File: src/rtl/hh_stim_if.sv
// Signal bundle between host/config, the stimulus sequencer and the neuron/monitor side.
// The master drives configuration, control and spike inputs; the slave is the sequencer.
interface hh_stim_if #(
  parameter int DATA_W = 8,
  parameter int DEPTH  = 16,
  parameter int HOLD_W = 16,
  parameter int N_CH   = 2,
  parameter int CNT_W  = 16
);
  localparam int AW = $clog2(DEPTH);

  logic                   ena;
  logic                   cfg_we;
  logic [AW-1:0]          cfg_addr;
  logic [DATA_W-1:0]      cfg_data;
  logic [AW-1:0]          cfg_last;
  logic [HOLD_W-1:0]      cfg_hold;
  logic [1:0]             cfg_mode;
  logic                   start;
  logic                   stop;
  logic [N_CH-1:0]        spike_in;

  logic [DATA_W-1:0]      i_out;
  logic [AW-1:0]          step_idx;
  logic                   busy;
  logic                   done;
  logic                   cnt_valid;
  logic [N_CH*CNT_W-1:0]  spike_cnt;
  logic [CNT_W-1:0]       coinc_cnt;

  modport master (
    output ena, cfg_we, cfg_addr, cfg_data, cfg_last, cfg_hold, cfg_mode,
    output start, stop, spike_in,
    input  i_out, step_idx, busy, done, cnt_valid, spike_cnt, coinc_cnt
  );

  modport slave (
    input  ena, cfg_we, cfg_addr, cfg_data, cfg_last, cfg_hold, cfg_mode,
    input  start, stop, spike_in,
    output i_out, step_idx, busy, done, cnt_valid, spike_cnt, coinc_cnt
  );
endinterface

File: src/rtl/hh_stim_sequencer.sv
// Stimulus-current sequencer: steps a level table (one-shot/loop/ping-pong) onto i_out
// and publishes per-step spike and coincidence totals at every step boundary.
module hh_stim_sequencer #(
  parameter int DATA_W = 8,
  parameter int DEPTH  = 16,
  parameter int HOLD_W = 16,
  parameter int N_CH   = 2,
  parameter int CNT_W  = 16
) (
  input  logic     clk,
  input  logic     rst,
  hh_stim_if.slave bus
);
  localparam int AW = $clog2(DEPTH);
  localparam int PW = $clog2(N_CH + 1);
  localparam logic [CNT_W-1:0] CNT_MAX   = '1;
  localparam logic [1:0]       MODE_LOOP = 2'b01;
  localparam logic [1:0]       MODE_PING = 2'b10;

  typedef enum logic [1:0] {IDLE = 2'd0, HOLD = 2'd1, DONE = 2'd2} state_t;

  state_t             state_reg, state_next;
  logic [AW-1:0]      idx_reg, idx_next, adv_idx;
  logic [AW-1:0]      last_reg, last_next;
  logic [HOLD_W-1:0]  hold_reg, hold_next;
  logic [HOLD_W-1:0]  hold_cnt_reg, hold_cnt_next;
  logic [1:0]         mode_reg, mode_next;
  logic               dir_down_reg, dir_down_next, adv_dir_down;
  logic [DATA_W-1:0]  i_out_reg, i_out_next;
  logic               cnt_valid_reg;
  logic               count_en, clear_run, publish, one_shot;
  logic [PW-1:0]      pop;
  logic               coinc_hit;
  logic [CNT_W-1:0]   coinc_run_reg, coinc_run_inc, coinc_pub_reg;
  logic [DATA_W-1:0]  level_mem [DEPTH];

  assign one_shot = (mode_reg != MODE_LOOP) && (mode_reg != MODE_PING);

  // Index and direction for the step after the current one (non-terminal cases).
  always_comb begin
    adv_idx      = idx_reg + 1'b1;
    adv_dir_down = dir_down_reg;
    if (mode_reg == MODE_LOOP) begin
      if (idx_reg == last_reg) adv_idx = '0;
    end else if (mode_reg == MODE_PING) begin
      if (last_reg == '0) begin
        adv_idx = '0;
      end else if (!dir_down_reg) begin
        if (idx_reg == last_reg) begin
          adv_idx      = idx_reg - 1'b1;
          adv_dir_down = 1'b1;
        end
      end else begin
        if (idx_reg == '0) begin
          adv_idx      = AW'(1);
          adv_dir_down = 1'b0;
        end else begin
          adv_idx = idx_reg - 1'b1;
        end
      end
    end
  end

  always_comb begin
    state_next    = state_reg;
    idx_next      = idx_reg;
    last_next     = last_reg;
    hold_next     = hold_reg;
    hold_cnt_next = hold_cnt_reg;
    mode_next     = mode_reg;
    dir_down_next = dir_down_reg;
    i_out_next    = i_out_reg;
    count_en      = 1'b0;
    clear_run     = 1'b0;
    publish       = 1'b0;
    if (bus.stop) begin
      state_next = IDLE;
      idx_next   = '0;
      i_out_next = '0;
      clear_run  = 1'b1;
    end else begin
      unique case (state_reg)
        IDLE, DONE: begin
          if (bus.start && bus.ena) begin
            state_next    = HOLD;
            idx_next      = '0;
            i_out_next    = level_mem[0];
            hold_cnt_next = bus.cfg_hold;
            last_next     = bus.cfg_last;
            hold_next     = bus.cfg_hold;
            mode_next     = bus.cfg_mode;
            dir_down_next = 1'b0;
            clear_run     = 1'b1;
          end
        end
        HOLD: begin
          if (bus.ena) begin
            count_en = 1'b1;
            if (hold_cnt_reg != '0) begin
              hold_cnt_next = hold_cnt_reg - 1'b1;
            end else begin
              publish       = 1'b1;
              clear_run     = 1'b1;
              hold_cnt_next = hold_reg;
              if (one_shot && (idx_reg == last_reg)) begin
                state_next = DONE;
                idx_next   = '0;
                i_out_next = '0;
              end else begin
                idx_next      = adv_idx;
                dir_down_next = adv_dir_down;
                i_out_next    = level_mem[adv_idx];
              end
            end
          end
        end
        default: state_next = IDLE;
      endcase
    end
  end

  always_ff @(posedge clk or posedge rst) begin
    if (rst) begin
      state_reg     <= IDLE;
      idx_reg       <= '0;
      last_reg      <= '0;
      hold_reg      <= '0;
      hold_cnt_reg  <= '0;
      mode_reg      <= '0;
      dir_down_reg  <= 1'b0;
      i_out_reg     <= '0;
      cnt_valid_reg <= 1'b0;
    end else begin
      state_reg     <= state_next;
      idx_reg       <= idx_next;
      last_reg      <= last_next;
      hold_reg      <= hold_next;
      hold_cnt_reg  <= hold_cnt_next;
      mode_reg      <= mode_next;
      dir_down_reg  <= dir_down_next;
      i_out_reg     <= i_out_next;
      cnt_valid_reg <= publish;
    end
  end

  // Writes land via NBA, so a same-edge step load still sees the old entry.
  always_ff @(posedge clk or posedge rst) begin
    if (rst) begin
      for (int i = 0; i < DEPTH; i++) level_mem[i] <= '0;
    end else if (bus.cfg_we) begin
      level_mem[bus.cfg_addr] <= bus.cfg_data;
    end
  end

  always_comb begin
    pop = '0;
    for (int c = 0; c < N_CH; c++) pop = pop + PW'(bus.spike_in[c]);
  end

  assign coinc_hit     = int'(pop) >= 2;
  assign coinc_run_inc = (coinc_hit && coinc_run_reg != CNT_MAX) ? coinc_run_reg + 1'b1
                                                                 : coinc_run_reg;

  always_ff @(posedge clk or posedge rst) begin
    if (rst) begin
      coinc_run_reg <= '0;
      coinc_pub_reg <= '0;
    end else begin
      if (publish) coinc_pub_reg <= coinc_run_inc;
      if (clear_run) coinc_run_reg <= '0;
      else if (count_en) coinc_run_reg <= coinc_run_inc;
    end
  end

  genvar gi;
  generate
    for (gi = 0; gi < N_CH; gi++) begin : g_ch
      logic [CNT_W-1:0] run_reg, pub_reg, run_inc;

      assign run_inc = (bus.spike_in[gi] && run_reg != CNT_MAX) ? run_reg + 1'b1 : run_reg;

      always_ff @(posedge clk or posedge rst) begin
        if (rst) begin
          run_reg <= '0;
          pub_reg <= '0;
        end else begin
          if (publish) pub_reg <= run_inc;
          if (clear_run) run_reg <= '0;
          else if (count_en) run_reg <= run_inc;
        end
      end

      assign bus.spike_cnt[gi*CNT_W +: CNT_W] = pub_reg;
    end
  endgenerate

  assign bus.i_out     = i_out_reg;
  assign bus.step_idx  = idx_reg;
  assign bus.busy      = (state_reg == HOLD);
  assign bus.done      = (state_reg == DONE);
  assign bus.cnt_valid = cnt_valid_reg;
  assign bus.coinc_cnt = coinc_pub_reg;
endmodule

File: src/flat_wrapper.sv
// flat-port wrapper written by rule: the top's interface ports become plain ports
module hh_stim_sequencer_flat 
#(
  parameter int DATA_W = 8,
  parameter int DEPTH  = 16,
  parameter int HOLD_W = 16,
  parameter int N_CH   = 2,
  parameter int CNT_W  = 16
)
  (clk, rst, bus_ena, bus_cfg_we, bus_cfg_addr, bus_cfg_data, bus_cfg_last, bus_cfg_hold, bus_cfg_mode, bus_start, bus_stop, bus_spike_in, bus_i_out, bus_step_idx, bus_busy, bus_done, bus_cnt_valid, bus_spike_cnt, bus_coinc_cnt);
  hh_stim_if #(.DATA_W(DATA_W), .DEPTH(DEPTH), .HOLD_W(HOLD_W), .N_CH(N_CH), .CNT_W(CNT_W)) bus_i ();
  input  logic clk;
  input  logic rst;
  input wire logic [$bits(bus_i.ena)-1:0] bus_ena;
  input wire logic [$bits(bus_i.cfg_we)-1:0] bus_cfg_we;
  input wire logic [$bits(bus_i.cfg_addr)-1:0] bus_cfg_addr;
  input wire logic [$bits(bus_i.cfg_data)-1:0] bus_cfg_data;
  input wire logic [$bits(bus_i.cfg_last)-1:0] bus_cfg_last;
  input wire logic [$bits(bus_i.cfg_hold)-1:0] bus_cfg_hold;
  input wire logic [$bits(bus_i.cfg_mode)-1:0] bus_cfg_mode;
  input wire logic [$bits(bus_i.start)-1:0] bus_start;
  input wire logic [$bits(bus_i.stop)-1:0] bus_stop;
  input wire logic [$bits(bus_i.spike_in)-1:0] bus_spike_in;
  output wire logic [$bits(bus_i.i_out)-1:0] bus_i_out;
  output wire logic [$bits(bus_i.step_idx)-1:0] bus_step_idx;
  output wire logic [$bits(bus_i.busy)-1:0] bus_busy;
  output wire logic [$bits(bus_i.done)-1:0] bus_done;
  output wire logic [$bits(bus_i.cnt_valid)-1:0] bus_cnt_valid;
  output wire logic [$bits(bus_i.spike_cnt)-1:0] bus_spike_cnt;
  output wire logic [$bits(bus_i.coinc_cnt)-1:0] bus_coinc_cnt;
  assign bus_i.ena = bus_ena;
  assign bus_i.cfg_we = bus_cfg_we;
  assign bus_i.cfg_addr = bus_cfg_addr;
  assign bus_i.cfg_data = bus_cfg_data;
  assign bus_i.cfg_last = bus_cfg_last;
  assign bus_i.cfg_hold = bus_cfg_hold;
  assign bus_i.cfg_mode = bus_cfg_mode;
  assign bus_i.start = bus_start;
  assign bus_i.stop = bus_stop;
  assign bus_i.spike_in = bus_spike_in;
  assign bus_i_out = bus_i.i_out;
  assign bus_step_idx = bus_i.step_idx;
  assign bus_busy = bus_i.busy;
  assign bus_done = bus_i.done;
  assign bus_cnt_valid = bus_i.cnt_valid;
  assign bus_spike_cnt = bus_i.spike_cnt;
  assign bus_coinc_cnt = bus_i.coinc_cnt;
  hh_stim_sequencer #(.DATA_W(DATA_W), .DEPTH(DEPTH), .HOLD_W(HOLD_W), .N_CH(N_CH), .CNT_W(CNT_W)) u_core (.clk(clk), .rst(rst), .bus(bus_i));
endmodule
File: config.mk
export PLATFORM = sky130hd
export DESIGN_NAME = hh_stim_sequencer_flat
export DESIGN_NICKNAME = d
export VERILOG_FILES = /design/src/rtl/hh_stim_if.sv /design/src/rtl/hh_stim_sequencer.sv /design/src/flat_wrapper.sv
export SDC_FILE = /design/constraint.sdc
export NUM_CORES = 1
export LEC_CHECK = 0
export CAP_MARGIN = 20
export CELL_PAD_IN_SITES_DETAIL_PLACEMENT = 1
export CELL_PAD_IN_SITES_GLOBAL_PLACEMENT = 1
export CORE_ASPECT_RATIO = 2
export CORE_MARGIN = 3
export CORE_UTILIZATION = 35
export DETAILED_ROUTE_END_ITERATION = 12
export PLACE_DENSITY = 0.72
export SYNTH_ARGS = -nofsm -noshare
export SYNTH_HDL_FRONTEND = slang
export SYNTH_SLANG_ARGS = --single-unit
File: constraint.sdc
create_clock -name clk -period 20.3 [get_ports clk]
set_input_delay 5.075 -clock clk [delete_from_list [all_inputs] [get_ports clk]]
set_output_delay 5.075 -clock clk [all_outputs]
set_load 0.01 [all_outputs]
Word level (Yosys, flattened, before mapping)
Cells that the tools add are included.
{"block": "op_classes", "n_addsub": 7, "n_lt_le_gt_ge": 4, "n_eq_ne": 21, "muxes": 65, "bitwise_logic": 3, "reduce_logical": 20}
{"cell": "$mux 16", "count": 12}
{"cell": "$bwmux 128", "count": 1}
{"cell": "$mux 8", "count": 8}
{"cell": "$add 16x1->16 const B", "count": 3}
{"cell": "$mux 4", "count": 12}
{"cell": "$ne 16x16->1 const B", "count": 3}
{"cell": "$bmux 8 s4", "count": 1}
{"cell": "$demux 8 s4", "count": 1}
{"cell": "$pmux 16 s2", "count": 1}
{"cell": "$mux 1", "count": 19}
{"cell": "$pmux 8 s2", "count": 1}
{"cell": "$reduce_bool 16->1", "count": 1}
{"cell": "$sub 16x1->16 const B", "count": 1}
{"cell": "$ne 2x2->1 const B", "count": 6}
{"cell": "$reduce_and 4->1", "count": 3}
{"cell": "$ge 5x5->1 const B", "count": 2}
{"cell": "$mux 2", "count": 5}
{"cell": "$not 4->5", "count": 2}
{"cell": "$reduce_and 9->1", "count": 1}
{"cell": "$logic_not 4->1", "count": 2}
{"cell": "$pmux 4 s2", "count": 1}
{"cell": "$logic_and 1x1->1", "count": 7}
{"cell": "$ne 2x1->1 const B", "count": 3}
{"cell": "$ne 3x2->1 const B", "count": 2}
{"cell": "17 further kinds", "count": 22}
{"block": "totals", "register_bits": 278, "in_bits": 42, "elab_cells": 151}

Depth between registers and ports, before layout
{"block": "depth", "word_depth": 15, "depth_mapped": 14, "ltp_nobuf": 10}

Worst setup path before layout
Ideal clock, no wire load.
{"block": "synth_timing", "path_type": "input to register", "start": "in bus_start", "end": "reg u_core.dir_down_reg", "setup_ps": 134, "arrival_ps": 6431, "setup_slack_ps": 13735, "cell_stages": 7, "path_buffers": 1, "cell_sequence": "nor2b_1 > inv_1 > nor3b_1 > nor2_1 > clkbuf_1 > nand2_1 > o31ai_2"}
{"block": "synth_via", "elab_chain_cells": 3}
{"item": "start: declaration", "line": "flat_wrapper.sv:21", "source": "input wire logic [$bits(bus_i.start)-1:0] bus_start;"}
{"item": "$logic_and 1x1->1", "line": "hh_stim_sequencer.sv:84", "source": "if (bus.start && bus.ena) begin"}
{"item": "$ne 2x1->1 (no source line)"}
{"item": "$reduce_and 9->1 (no source line)"}
{"item": "end signal: assignment", "line": "hh_stim_sequencer.sv:140", "source": "dir_down_reg <= dir_down_next;"}
{"item": "end: declaration", "line": "hh_stim_sequencer.sv:28", "source": "logic dir_down_reg, dir_down_next, adv_dir_down;"}
No other way between the ends.
A chain may end at the register's enable or synchronous reset.

Worst setup path after layout
{"block": "layout_timing", "start": "reg u_core.state_reg[1]", "end": "out bus_busy"}
{"block": "layout_via", "elab_chain_cells": 1}
{"item": "start: declaration", "line": "hh_stim_sequencer.sv:22", "source": "state_t state_reg, state_next;"}
{"item": "start signal: assignment", "line": "hh_stim_sequencer.sv:134", "source": "state_reg <= state_next;"}
{"item": "$eq 2x1->1", "line": "hh_stim_sequencer.sv:199", "source": "assign bus.busy = (state_reg == HOLD);"}
{"item": "end: declaration", "line": "flat_wrapper.sv:26", "source": "output wire logic [$bits(bus_i.busy)-1:0] bus_busy;"}
No other way between the ends.

==> metrics.txt <==
Setup Viol. Count Final 0; Placeable Area slightly below 40000 um2; DP HPWL 28200 um; Mean Syn Cell Area 9.84 um2; die height roughly 290 um; slew of the pin with the lowest slew margin 1.19 ns; largest net degree at the start of global routing 184; max-slew violations 0; routed vias 10900; Clk pwr share 0.363; dominant synthesized flop cell dfrtp_1; WP data required 15.23 ns; EDFF count, synth 0; vias in the first global route approximately 12000; Seq cells post-synth 278; GPL Wtd Cong 0.781; initial antenna violation count 1; fin crit share 0.381; Min-Delay Path Depth 2; Worst setup SP type register; Hold-fix buffers, CTS 0; final hold violation count 0; FMAX 0.129 GHz; IO Pins about 110; quantity of gates resized following cts 0; Sequential Power Share 0.444; All-Layer GR Usage 0.197; clk_skew between 0.03 and 0.04 ns; Seq/Total Area, Yosys 0.501; Clk pin slew, worst setup/hold paths 0.06 ns; Max-cap violations 0; RSZ-0062 raised after global routing no; Setup crit end kind primary output; layout cells sized above 1 0.147; H-tree levels 1; Final Non-Filler Cells 2014; DIE WIDTH 147 um; first-pass GRT wire length 66900 um; Vias/cell 5.40; Int Pwr roughly 1.1 mW; Post-CTS Setup Bufs 0; cells after synthesis 1410; VDD IR-drop max 0.0759 mV; Hold WS 0.480 ns; maximum fanout along the worst path 44; cell area after synthesis 13900 um2; cts bufs inserted 28; CTS tree yes; Max-slew headroom 0.207; Largest register FFs ~130; DR DRC count 0; Pwr Total 1.55 mW; Synth Warn # 0; clk_lat worst skew 0.59 ns; switching portion of total power 0.297; ANT nets after route 0; aggregate global routing overflow 0; WL/cell 20.6 um; clock buffer depth 3; logic gate share of total power 0.194; Area growth syn-to-layout 17.9%; 1st-pass router iterations 7; Placed Cells incl. Taps 1964; Pwr per Cell Area 94.5 nW/um2; R2R depth 11; syn_nets 1461; min Tclk post-route 7.74 ns; fin nets ~1500; setup tns final 0 ns; Min-Delay Path Class reg2reg; Initial Util 0.356; final WL 41400 um; synth unique cells 66; row count 102; Post-synth ARST share 1.00; TritonCTS Sinks 278; die area 42200 um2; Critical Path AT 2.66 ns; CTS root buf clkbuf_16; ANT cells 0; Initial DRC Count 473; Port Buf Inserts 104; crit path kind reg2out; Leakage 6.80 nW; Sw Pwr 460 uW; outcome finished, final reports clean
## cells in the final DEF (no fill, tap or decap), types with 6 or more instances in the layout
master           count
a211oi_1            19
a21oi_1             72
a31oi_1              8
and3_1              19
buf_4               12
clkbuf_16           28
clkdlybuf4s50_1    104
clkinv_2             8
dfrtp_1            278
ha_1                 9
inv_1               17
mux2_2             130
mux2i_1             33
nand2_1            302
nand2b_1             6
nand3_1             39
nand4_1              8
nand4b_1             6
nor2_1              59
nor2b_1             11
nor3_1              12
o21ai_0            124
o21ai_1              6
o221ai_1             6
o22ai_1              8
o31ai_1             18
or3_1                7
xnor2_1             35
xor2_1              23
## layer usage
layer / global-route usage / part of all wire
met5: 0 / 0
met4: 0.0681 / 0.032
met3: 0.0222 / 0.032
met2: 0.389 / 0.56
met1: 0.212 / 0.38
## cell families after synthesis
family | after synthesis | share of synthesized area
and+or+nand+nor | 505 | 0.165
AOI/OAI and AO/OA | 291 | 0.125
DFF | 278 | 0.501
muxes | 163 | 0.129
buffers and inverters | 103 | 0.0313
xor gates and xnor gates | 61 | 0.0401
adders and majority gates | 9 | 0.00812
## power groups by stage
stage	clock network [mW]	logic (mW)	registers, mW
after global routing	0.595	0.331	0.696
after detailed placement	0	0.300	0.697
final	0.561	0.299	0.687
after global placement	0	0.288	0.689
after floorplan	0	0.220	0.680
after CTS	0.576	0.303	0.686
## worst max-delay path, stage by stage, from the launching register on
cell	delay (ns)
dfrtp_1	0.37
nand2b_2	0.70
inv_1	0.39
clkdlybuf4s50_1	0.62
## per-stage QoR
step	utilization	instance area, um2	setup WS, ns
after floorplan	-	13900	7.56
after global placement	0.395	15400	12.36
after detailed placement	0.395	15400	12.19
after CTS	0.420	16400	12.54
after global routing	0.420	16400	12.43
final	0.420	16400	12.56
## path summary, 6_finish.rpt
path	startpoint	end	slack, ns
min in group asynchronous	rst	u_core.level_mem[65]	5.03
worst max register to register	u_core.bus.step_idx[0]	u_core.bus.i_out[7]	16.66
worst min register to register	u_core.hold_reg[9]	u_core.hold_reg[9]	0.48
worst min-delay path	u_core.hold_reg[9]	u_core.hold_reg[9]	0.48
max in group asynchronous	rst	u_core.hold_reg[7]	13.73
worst max-delay path	u_core.state_reg[1]	bus_busy	12.56
## cell usage after synthesis (all sizes together) (3+ instances only)
| cell | count | area share |
|---|---|---|
| xor2 | 23 | 0.015 |
| nand3 | 39 | 0.014 |
| a31oi | 8 | 0.0036 |
| o31ai | 19 | 0.011 |
| a21oi | 73 | 0.026 |
| o221ai | 6 | 0.0038 |
| and4 | 5 | 0.0032 |
| a32o | 3 | 0.0022 |
| mux2i | 33 | 0.024 |
| o21ai | 132 | 0.049 |
| o211ai | 3 | 0.0016 |
| and3 | 19 | 0.0086 |
| a211oi | 19 | 0.010 |
| nand4b | 6 | 0.0038 |
| nor4 | 6 | 0.0038 |
| nand4 | 8 | 0.0036 |
| or3 | 7 | 0.0032 |
| buf | 25 | 0.010 |
| ha | 9 | 0.0081 |
| and2 | 4 | 0.0018 |
| nor3 | 12 | 0.0043 |
| nor2 | 61 | 0.018 |
| xnor2 | 38 | 0.026 |
| mux2 | 130 | 0.11 |
| a21o | 4 | 0.0022 |
| dfrtp | 278 | 0.50 |
| nand3b | 5 | 0.0027 |
| nand2 | 305 | 0.083 |
| clkbuf | 60 | 0.016 |
| inv | 18 | 0.0049 |
| o22ai | 9 | 0.0041 |
| nand2b | 7 | 0.0032 |
| nor2b | 12 | 0.0054 |
## cell type report
cell class / instances / area (um2)
fillers: 4368 / 22600
flip-flops and latches: 278 / 6960
multi-input cells: 1029 / 6520
repair buffers: 119 / 1170
clock buffers: 36 / 781
well taps: 520 / 651
clock inverters: 14 / 201
inverters: 18 / 75.1
Power figures use the tool's default switching activity.
==> patch: new RTL, same settings <==
Encoding of `state_t`: now one-hot (3 bits for 3 states).
--- a/src/rtl/hh_stim_sequencer.sv
+++ b/src/rtl/hh_stim_sequencer.sv
@@ -18,5 +18,5 @@
   localparam logic [1:0]       MODE_PING = 2'b10;
 
-  typedef enum logic [1:0] {IDLE = 2'd0, HOLD = 2'd1, DONE = 2'd2} state_t;
+  typedef enum logic [2:0] {IDLE = 3'b001, HOLD = 3'b010, DONE = 3'b100} state_t;
 
   state_t             state_reg, state_next;
Behaviour: same outputs for any inputs over 4 cycles, from zero or initial values and one cycle with rst high; so few cycles prove little.
==> patch against the unedited design <==
Die area is essentially flat; utilization shrank 0.11 points; critical endpoint unchanged; hold slack lost 0.0030 ns; design area shrank 0.26%; setup slack gained 0.53 ns; wire length shrank 7.3%; clock power shrank 1%; area after synthesis is essentially flat; total power shrank 6.0%; synthesized cell count shrank 5.4%; sequential cell count grew 1; clock skew shrank 0.023 ns; critical path type unchanged; cell count shrank 3.7%.
==> patch: results (changes against the unedited design) <==
* Status: completed
* Compound-gate portion of the synthesized area at 12.01% (-0.48 points)
* Hold Path Origin: u_core.g_ch[1].pub_reg[11]
* Critical path arrival at 2.13 ns (-0.53 ns)
* Post-synthesis xor/xnor area fraction at 4.333% (+0.32 points)
* Reg2reg start: u_core.bus.step_idx[3]
* Top post-synthesis cells by area: dfrtp_1 (50%), mux2_2 (12%), nand2_1 (5.0%), o21ai_0 (4.1%), mux2i_1 (3.0%)
* Peak supply drop at 0.06274 mV (-17%)
* Vias at 10340 (-4.8%)
* Hold WC Path Type: flop to flop
* GPL Wtd Cong at 0.7803 (about the same)
* Initial antenna violation count at 2 (+1)
* Mapped Nets at 1385 (-5.2%)
* Clk_skew at 0.01398 ns (-0.02297 ns)
* Headroom to the max-slew limit at 22.59% (+1.9 points)
* Crit. Startpoint: u_core.state_reg[2]
* P_leak at 0.006925 uW (+1.8%)
* YS warnings at 0 (unchanged)
* Yosys cell types at 65 (-1.5%)
* GR Util All Layers at 18.04% (-1.6 points)
* Reg-to-reg slack, setup at 16.27 ns (-0.39 ns)
* Detail-routed net length per standard cell at 19.81 microns (-3.7%)
* Slowest stage cell, crit path: clkdlybuf4s50_1
* Multiplexer share of the synthesized area at 15.09% (+2.2 points)
* Kind of critical path: flop to output pin
* Pre-antenna DRT Iters at 4 (-3)
* DRT iter0 DRCs at 419 (-11%)
* Top post-synthesis cells by count: dfrtp_1 (278), nand2_1 (184), mux2_2 (147)
* Worst path max stage delay at 0.53 ns (-0.17 ns)
* Crit Reg-Reg Endpoint: u_core.bus.i_out[3]
* Detailed Place HPWL at 26550 microns (-5.8%)
* Fill count at 4327 (-0.94%)
* Worst Path Max Fanout at 5 (-89%)
* Fraction of the mapped netlist area in adder cells at 0.8125% (about the same)
* Layout cell share with drive strength beyond 1 at 16.48% (+1.8 points)
* Post-synthesis sequential area ratio at 50.38% (+0.23 points)
* Psw at 387.9 uW (-16%)
* Largest net degree at the start of global routing at 174 (-5.4%)
* Latest clock arrival within the worst-skew pair at 0.56 ns (-0.03 ns)
* Global-route wire length before repair at 61960 microns (-7.3%)
* Worst R2R Path Depth at 9 (-2)
* CTS buffer count at 29 (+3.6%)
## patch: cell count changes after synthesis, sizes merged, moves of 7 or more
cell	change
nand2	-121
mux2	+19
nand3	+12
nand4	+12
o21ai	-9
xor2	+9
a21oi	-8
a222oi	+8
mux2i	+8
nor3	+8
o22ai	-7
## patch: metal layers
layer	GRT usage (%)	vias to the layer above	routed length, microns
li1	-	4859	-
met3	2.288	66	1108
met1	18.66	5259	14180
met2	36.49	158	21970
met4	6.076	2	1156
met5	0	-	9
## patch: power groups by stage
stage | logic [uW] | registers [uW] | clock network [uW]
floorplan | 163 | 677 | 0
global placement | 209 | 687 | 0
CTS | 218 | 684 | 572
detailed placement | 217 | 693 | 0
global route | 239 | 694 | 596
finish | 214 | 684 | 555
## patch: stage by stage
stage / area [sq um] / cells / hold slack, ns / utilization, % / worst slack (ns)
after global routing: 16320 / 1940 / 0.4910 / 41.92 / 13.03
after CTS: 16310 / 1939 / 0.4865 / 41.91 / 12.77
final: 16320 / 1940 / 0.4768 / 41.92 / 13.09
after floorplan: 13860 / 1334 / 0.4668 / - / 7.533
after global placement: 15330 / 1888 / 0.4662 / 39.39 / 12.33
after detailed placement: 15330 / 1888 / 0.4725 / 39.39 / 12.19
## patch: area by class of cell
class / count / share of cell area, %
tap: 520 / 3.987
multi-input combinational: 954 / 39.63
clock inverter: 10 / 0.8051
inverter: 17 / 0.4370
timing repair buffer: 119 / 7.131
sequential: 279 / 42.79
clock buffer: 41 / 5.214
## patch: worst max-delay path, delay by kind of cell (launching register included)
kind                   cells  cell delay [ns]
buffers and inverters      2             0.60
AND/OR/NAND/NOR            2             0.55
flip-flops                 1             0.43
